### src/rtl/i2c_read_arbiter.sv
// Round-robin arbiter sharing one I2C register-read controller among NREQ requesters.
// Grant 1 cycle after request; result 2 cycles after controller done; requesters are held off until done==1.
module i2c_read_arbiter #(
  parameter int NREQ    = 2,
  parameter int TIMEOUT = 20000,
  parameter int TW      = 16
) (
  input  logic                 clk,
  input  logic                 reset,
  input  logic [NREQ-1:0]      req_valid,
  input  logic [22*NREQ-1:0]   req_cmd,
  output logic [NREQ-1:0]      req_ready,
  output logic [NREQ-1:0]      rsp_valid,
  output logic [7:0]           rsp_data,
  output logic                 rsp_err,
  output logic                 busy,
  output logic                 i2c_start,
  output logic [21:0]          i2c_cmd,
  input  logic                 i2c_done,
  input  logic                 i2c_ack,
  input  logic [7:0]           i2c_rdata
);

  localparam int OW = $clog2(NREQ);
  localparam logic [1:0] ST_IDLE  = 2'd0;
  localparam logic [1:0] ST_START = 2'd1;
  localparam logic [1:0] ST_WAIT  = 2'd2;
  localparam logic [1:0] ST_RESP  = 2'd3;
  localparam logic [TW-1:0] TMAX  = TW'(TIMEOUT - 1);

  logic [1:0]    state;
  logic [OW-1:0] owner;
  logic [OW-1:0] last;
  logic [OW-1:0] win;
  logic [OW-1:0] idx;
  logic          found;
  logic [TW-1:0] timer;
  logic          timed_out;

  // Scan from last+1 upward, wrapping, so the previous owner is considered last.
  always_comb begin
    found = 1'b0;
    win   = '0;
    idx   = '0;
    for (int k = 1; k <= NREQ; k++) begin
      idx = OW'((int'(last) + k) % NREQ);
      if (!found && req_valid[idx]) begin
        found = 1'b1;
        win   = idx;
      end
    end
  end

  assign timed_out = (timer == TMAX);

  always_ff @(posedge clk) begin
    if (reset) begin
      state     <= ST_IDLE;
      owner     <= '0;
      last      <= OW'(NREQ - 1);
      timer     <= '0;
      req_ready <= '0;
      rsp_valid <= '0;
      rsp_data  <= 8'h00;
      rsp_err   <= 1'b0;
      busy      <= 1'b0;
      i2c_start <= 1'b0;
      i2c_cmd   <= 22'h0;
    end else begin
      req_ready <= '0;
      rsp_valid <= '0;
      case (state)
        ST_IDLE: begin
          busy <= 1'b0;
          if (i2c_done && found) begin
            owner          <= win;
            i2c_cmd        <= req_cmd[22*int'(win) +: 22];
            req_ready[win] <= 1'b1;
            timer          <= '0;
            busy           <= 1'b1;
            i2c_start      <= 1'b1;
            state          <= ST_START;
          end
        end
        ST_START: begin
          timer <= timer + 1'b1;
          // done going low is the controller's acknowledgement of the start
          if (!i2c_done) begin
            i2c_start <= 1'b0;
            state     <= ST_WAIT;
          end else if (timed_out) begin
            i2c_start <= 1'b0;
            rsp_data  <= 8'h00;
            rsp_err   <= 1'b1;
            state     <= ST_RESP;
          end
        end
        ST_WAIT: begin
          timer <= timer + 1'b1;
          if (i2c_done) begin
            rsp_data <= i2c_rdata;
            rsp_err  <= !i2c_ack;
            state    <= ST_RESP;
          end else if (timed_out) begin
            i2c_start <= 1'b0;
            rsp_data  <= 8'h00;
            rsp_err   <= 1'b1;
            state     <= ST_RESP;
          end
        end
        ST_RESP: begin
          rsp_valid[owner] <= 1'b1;
          last             <= owner;
          state            <= ST_IDLE;
        end
        default: state <= ST_IDLE;
      endcase
    end
  end

endmodule

### config.mk
export PLATFORM = sky130hd
export DESIGN_NAME = i2c_read_arbiter
export DESIGN_NICKNAME = d
export VERILOG_FILES = /design/src/rtl/i2c_read_arbiter.sv
export SDC_FILE = /design/constraint.sdc
export NUM_CORES = 1
export LEC_CHECK = 0
export CAP_MARGIN = 20
export CELL_PAD_IN_SITES_DETAIL_PLACEMENT = 2
export CELL_PAD_IN_SITES_GLOBAL_PLACEMENT = 2
export CORE_MARGIN = 2
export CORE_UTILIZATION = 27
export CTS_BUF_LIST = sky130_fd_sc_hd__clkbuf_8
export DETAILED_ROUTE_END_ITERATION = 6
export GPL_TIMING_DRIVEN = 0
export PLACE_DENSITY = 0.84
export SYNTH_ARGS = -nofsm -noshare
export SYNTH_HDL_FRONTEND = slang
export SYNTH_SLANG_ARGS = --single-unit
export TNS_END_PERCENT = 10
### constraint.sdc
create_clock -name clk -period 2.8 [get_ports clk]
set_clock_uncertainty 0.1 [all_clocks]
set_input_delay 0.56 -clock clk [delete_from_list [all_inputs] [get_ports clk]]
set_output_delay 0.56 -clock clk [all_outputs]
set_load 0.005 [all_outputs]
==> flow_summary.yaml, run 1 <==
drt:
  drt-wirelength-per-cell_microns: 16.73
  avgViaCountPerCell: 4.888
  drtIter0Drc: 45
  detail_route.wirelength_microns: 8833
  vias: 2581
  final_antenna_net_count: 0
  drt_first_pass_iters: 4
  remaining_drc_errors: 0
setup_path:
  worstPathMaxFanout: 8
  crit_required_ps: 2980
  setup.worst_path.start_class: "flip-flop"
  crit_path_kind: "flip-flop to flip-flop"
  setup.worst_path.end_class: "flip-flop"
  worstRegToRegCells: 6
  r2r-start: "state[1]"
  r2r_end: "timer[14]"
  flop2flop_setup_slack_ps: 480
  worstPathArrival_ps: 2500
floorplan:
  placement_rows: 36
  initial_utilization: 0.2740
  io-pin-count: 95
  core_region_area_sq_mm: 0.009639
  die_w_microns: 102.9
  design.die.area_sq_mm: 0.01059
  floorplan.die.height_microns: 102.9
final_layout:
  antennaDiodeCount: 0
  finish.instance_area_sq_mm: 0.003934
  commonest_non_fill_non_tap_cell_in_the_layout: "sky130_fd_sc_hd__clkdlybuf4s50_1"
  commonest_cells_after_routing_fill_and_taps_aside: "sky130_fd_sc_hd__clkdlybuf4s50_1 (93), sky130_fd_sc_hd__dfxtp_1 (57), sky130_fd_sc_hd__nor2_1 (37), sky130_fd_sc_hd__mux2i_1 (26), sky130_fd_sc_hd__a211oi_1 (26)"
  final_cell_count_no_fill: 528
  num-nets-final: 455
  final_layout_size_suffix_gt1_frac: 0.07595
  syn_to_final_growth_pct: 48.93
global_route:
  grt_remaining_overflow: 0
  grt_util_all_layers: 0.1766
  grt_pass1_vias: 2875
  grt_start_max_net_pins: 11
  grt_pass1_wl_microns: 14250
  antenna_found_initial: 0
placement:
  placed_inst_area_sq_mm: 0.003739
  post-dp-hpwl_microns: 6701
  gp_congestion: 0.7403
  placedCellCount: 512
  port-buffer-count: 93
clock_tree:
  cts_buffers: 9
  clock_tree_root: "sky130_fd_sc_hd__clkbuf_8"
  post_cts.resized_instances: 0
  cts_clock_pin_slew_for_the_worst_setup_and_hold_paths_ps: 70
  tritoncts_clock_tree: "yes"
  cts_max_level: 3
  clkSinkCount: 57
  worstSkewPairLatency_ps: 350
  cts-root-to-sink-buffers: 2
  cts.hold.buffers_added: 0
  post_cts.repair.setup_buffers: 0
sta:
  relSlewSlack: 0.5115
  setup_viol: 0
  hold_viol: 0
  final_min_period_over_clock_period: 0.8291
  timing_worst_slew_pin_value_ps: 712.4
  timing_limited_maximum_frequency_mhz: 430.8
  layout_min_cycle_time_ps: 2321
  timing.setup.tns_ps: 0
  whs_ps: 381.0
  unrepaired_setup_endpoints_after_global_routing: "no"
  timing_max_transition_violations_final: 0
synth:
  edff_count_synth: 0
  synth_sequential_area_ratio: 0.4320
  postSynthNetCount: 351
  yosysWarningCount: 0
  syn_area_per_cell_sq_um: 9.235
  syn-cell-area_sq_mm: 0.002641
  synth_async_reset_ratio: 0
  synth.lib_cells_used.distinct: 46
  ys_ff_latch: 57
  yosys_most_used_dff: "sky130_fd_sc_hd__dfxtp_1"
  post_synth_inst_count: 286
power:
  power.density_cell_area_mw_per_mm2: 556.5
  power.leakage_uw: 0.001368
  largest_vdd_supply_drop_mv: 0.2026
hold_path:
  hold_path.class: "flip-flop to flip-flop"
  min_delay_path_depth: 1
  min_delay_worst_endpoint: "rsp_err"
  timing.hold.worst.start: "rsp_err"
flow_run:
  cap_violations: 0
status:
  status: "completed"
-- worst max-delay path: stages (launching register included) --
cell and delay [ps]:
sky130_fd_sc_hd__dfxtp_1 460, sky130_fd_sc_hd__inv_1 120, sky130_fd_sc_hd__ha_1 380, sky130_fd_sc_hd__nor2b_1 330, sky130_fd_sc_hd__o211ai_2 210, sky130_fd_sc_hd__or4_1 500
sky130_fd_sc_hd__a21oi_1 140
-- routing by layer --
metal | part of all wire | GRT usage | vias up
met3 | 0.074 | 0.07254 | 10
met5 | 0 | 0 | -
met1 | 0.41 | 0.1963 | 1254
met4 | 0.011 | 0.05162 | 0
met2 | 0.51 | 0.3097 | 64
li1 | - | - | 1253
-- synthesized netlist by cell type, types with 2 or more instances --
cell type,n,share of area
sky130_fd_sc_hd__mux2i_1,26,0.099
sky130_fd_sc_hd__o21ai_0,14,0.027
sky130_fd_sc_hd__nor2b_1,3,0.0071
sky130_fd_sc_hd__a21o_1,2,0.0057
sky130_fd_sc_hd__nor2_1,37,0.053
sky130_fd_sc_hd__or4_1,5,0.014
sky130_fd_sc_hd__o31ai_1,4,0.011
sky130_fd_sc_hd__nand2b_1,3,0.0071
sky130_fd_sc_hd__nand3_1,5,0.0095
sky130_fd_sc_hd__inv_1,6,0.0085
sky130_fd_sc_hd__nand2_1,17,0.024
sky130_fd_sc_hd__or3_1,3,0.0071
sky130_fd_sc_hd__clkbuf_1,9,0.013
sky130_fd_sc_hd__o211ai_1,2,0.0057
sky130_fd_sc_hd__ha_1,7,0.033
sky130_fd_sc_hd__dfxtp_1,57,0.43
sky130_fd_sc_hd__a21oi_1,23,0.044
sky130_fd_sc_hd__and4_1,2,0.0066
sky130_fd_sc_hd__a211oi_1,26,0.074
sky130_fd_sc_hd__buf_4,3,0.0085
sky130_fd_sc_hd__nand4_1,3,0.0071
sky130_fd_sc_hd__nor3b_1,3,0.0085
sky130_fd_sc_hd__xor2_1,2,0.0066
sky130_fd_sc_hd__buf_1,2,0.0028
-- state kept, by name, summed over array words and instances, names as in the netlist --
register / flops
i2c_cmd: 22
timer: 16
rsp_data: 8
req_ready: 2
rsp_valid: 2
state: 2
busy: 1
i2c_start: 1
last: 1
owner: 1
rsp_err: 1
-- worst max path at each step --
stage / from / to / slack, ps
finish: state[1] / timer[14] / 480
global placement: i2c_done / i2c_start / 200
global route: state[1] / timer[14] / 310
CTS: state[0] / i2c_start / 480
floorplan: state[0] / timer[11] / 790
detailed placement: i2c_done / i2c_start / 110
-- per-stage QoR --
step	setup slack (ps)	utilization	power, uW
4_1_cts	475.2	0.4081	2217
5_1_grt	305.7	0.4081	2301
3_5_place_dp	109.4	0.3879	1429
2_1_floorplan	791.2	-	1160
6_report	478.5	0.4081	2189
3_3_place_gp	198.5	0.3879	1407
-- layout make-up --
class                   instances  area (sq um)
fillers                      1106          5705
multi-input cells             207          1398
flip-flops and latches         57          1141
repair buffers                 93         930.9
well taps                     133         166.4
clock buffers                  10         137.6
plain buffers                  16         80.08
clock inverters                 6         57.56
inverters                       6         22.52
-- power breakdown --
group	internal [uW]	switching (uW)	leakage, uW
Sequential	869	40.5	0.000465
Combinational	261	241	0.000801
Clock	428	350	0.000102
Total	1560	631	0.00137
-- cells by family (layout without fill, tap and decap cells) --
family,after synthesis,after routing,synth area share
AND/OR/NAND/NOR,88,88,0.1672
adder cells (fa/ha/maj),7,7,0.03316
AO/OA/AOI/OAI,83,83,0.2203
multiplexers,26,26,0.09853
buffers and inverters,22,131,0.03884
flip-flops,57,57,0.4320
XOR/XNOR,3,3,0.009950
No activity file was read; power rests on OpenSTA's default activity.
==> run 2: changes to the inputs <==
- clock period: 2.8 -> 2.2 ns (I/O delays scaled with it)
==> run 2 against run 1 <==
  * Worst hold slack about the same
  * Design area is 0.70% higher
  * Maximum frequency up 6.5%
  * Total power is 28% higher
  * Largest cell class unchanged
  * Non-clock buffer count unchanged
  * Count of clock-buffer cells in the layout did not move
  * Setup slack got worse by 460 ps
  * Routed wire length is 0.35% higher
  * Global-route usage about the same
==> flow_summary.yaml, run 2 (same netlist as run 1, synthesis figures left out) <==
setup_path:
  r2r_end: "timer[9]"
  cp.depth: 7
  flop2flop_setup_slack_ps: 20
  crit_buf_inv: 2
  worstPathMaxFanout: 9
  worstPathCellList: "inv_1 > ha_1 > buf_6 > nand2b_1 > a21o_1 > or4_1 > a21oi_1"
  worstPathArrival_ps: 2360
  setup.worst_path.start_class: "flip-flop"
  worst_path_largest_cell_delay_ps: 540
  crit_path_kind: "flip-flop to flip-flop"
  critPathSlowestCell: "sky130_fd_sc_hd__or4_1"
  crit_required_ps: 2380
  r2r-start: "state[0]"
  critPathTopFamily: "simple AND/OR/NAND/NOR gates"
  worstRegToRegCells: 7
  setup.worst_path.end_class: "flip-flop"
sta:
  relSlewSlack: 0.5027
  timing_max_transition_violations_final: 0
  worst_slack_ps: 19.31
  setup_viol: 0
  final_min_period_over_clock_period: 0.9912
  timing_limited_maximum_frequency_mhz: 458.6
  hold_viol: 0
  layout_min_cycle_time_ps: 2181
  timing.setup.tns_ps: 0
  whs_ps: 380.9
  unrepaired_setup_endpoints_after_global_routing: "yes"
  timing_worst_slew_pin_value_ps: 725.2
hold_path:
  hold_path.class: "flip-flop to flip-flop"
  min_delay_worst_endpoint: "rsp_err"
  timing.hold.worst.start: "rsp_err"
  min_delay_path_depth: 1
global_route:
  grt_start_max_net_pins: 11
  grt_pass1_vias: 2885
  grt_remaining_overflow: 0
  antenna_found_initial: 0
  grt_util_all_layers: 0.1771
  grt_pass1_wl_microns: 14270
drt:
  drt-wirelength-per-cell_microns: 16.79
  drtIter0Drc: 54
  avgViaCountPerCell: 4.913
  drt_first_pass_iters: 4
  vias: 2594
  detail_route.wirelength_microns: 8864
  remaining_drc_errors: 0
  final_antenna_net_count: 0
power:
  p_total_uw: 2796
  power.leakage_uw: 0.001377
  largest_vdd_supply_drop_mv: 0.2575
  power.density_cell_area_mw_per_mm2: 705.9
final_layout:
  fillerInstances: 1105
  final_layout_size_suffix_gt1_frac: 0.08861
  antennaDiodeCount: 0
  final_cell_count_no_fill: 528
  largest_reg_flops: 22
  commonest_cells_after_routing_fill_and_taps_aside: "sky130_fd_sc_hd__clkdlybuf4s50_1 (93), sky130_fd_sc_hd__dfxtp_1 (55), sky130_fd_sc_hd__nor2_1 (37), sky130_fd_sc_hd__mux2i_1 (26), sky130_fd_sc_hd__a211oi_1 (25)"
  num-nets-final: 455
  commonest_non_fill_non_tap_cell_in_the_layout: "sky130_fd_sc_hd__clkdlybuf4s50_1"
  biggestRegsByFlops: "i2c_cmd: 22 flops, timer: 16 flops, rsp_data: 8 flops"
  top_register: "i2c_cmd"
  syn_to_final_growth_pct: 49.98
clock_tree:
  cts.hold.buffers_added: 0
  tritoncts_clock_tree: "yes"
  cts-root-to-sink-buffers: 2
  post_cts.repair.setup_buffers: 0
  cts_max_level: 3
  clkSinkCount: 57
  cts_buffers: 9
  worstSkewPairLatency_ps: 350
  cts_clock_pin_slew_for_the_worst_setup_and_hold_paths_ps: 70
  clock_tree_root: "sky130_fd_sc_hd__clkbuf_8"
floorplan:
  placement_rows: 36
  die_w_microns: 102.9
  design.die.area_sq_mm: 0.01059
  initial_utilization: 0.2740
  core_region_area_sq_mm: 0.009639
  floorplan.die.height_microns: 102.9
  io-pin-count: 95
flow_run:
  cap_violations: 0
placement:
  port-buffer-count: 93
  gp_congestion: 0.7403
  placedCellCount: 512
  preCtsSetupSlack_ps: -370.6
  post-dp-hpwl_microns: 6701
status:
  status: "completed"
[run 2: cell count changes in the layout (fill, tap and decap cells not counted)]
| cell | before | now |
|---|---|---|
| sky130_fd_sc_hd__nor2b_1 | 3 | 2 |
| sky130_fd_sc_hd__clkbuf_2 | 0 | 1 |
| sky130_fd_sc_hd__dfxtp_2 | 0 | 2 |
| sky130_fd_sc_hd__a41oi_4 | 0 | 1 |
| sky130_fd_sc_hd__a211oi_1 | 26 | 25 |
| sky130_fd_sc_hd__dfxtp_1 | 57 | 55 |
| sky130_fd_sc_hd__nor2b_4 | 0 | 1 |
| sky130_fd_sc_hd__a211oi_2 | 0 | 1 |
| sky130_fd_sc_hd__clkbuf_1 | 9 | 8 |
| sky130_fd_sc_hd__a41oi_2 | 1 | 0 |
[run 2: through the flow]
stage,util,cell area [sq um]
3_5_place_dp,0.3879,3739
6_report,0.4110,3961
2_1_floorplan,-,2641
3_3_place_gp,0.3879,3739
4_1_cts,0.4091,3944
5_1_grt,0.4110,3961
[run 2: layer usage]
layer,vias up,wire length (microns),global-route usage
li1,1255,-,-
met1,1265,3606,0.1959
met2,64,4516,0.3117
met3,10,656,0.07254
met4,0,85,0.05162
met5,-,0,0
[run 2: layout make-up]
class	instances	area, sq um	share of cell area
multi-input combinational	207	1421	0.3588
clock inverter	6	57.56	0.01453
tap	133	166.4	0.04201
timing repair buffer	93	930.9	0.2350
sequential	57	1144	0.2887
clock buffer	10	137.6	0.03474
buffer	16	81.33	0.02053
inverter	6	22.52	0.005685
[run 2: worst max-delay path by stage]
stage                              to      from  slack (ps)
after floorplan             timer[11]  state[0]         190
after global placement      i2c_start  i2c_done        -280
after detailed placement    i2c_start  i2c_done        -370
after CTS                    timer[9]  state[0]          20
after global routing      i2c_cmd[13]  state[0]         -90
final                        timer[9]  state[0]          20
[run 2: timing repair]
action,CTS,global route
endpoints found under the setup margin,6,19
pin swaps,0,1
gates resized for setup,4,4
[run 2: power breakdown]
group / internal [uW] / leakage [uW] / switching, uW
sequential: 1110 / 0.000466 / 51.5
combinational: 338 / 0.000809 / 312
clock: 545 / 0.000102 / 442
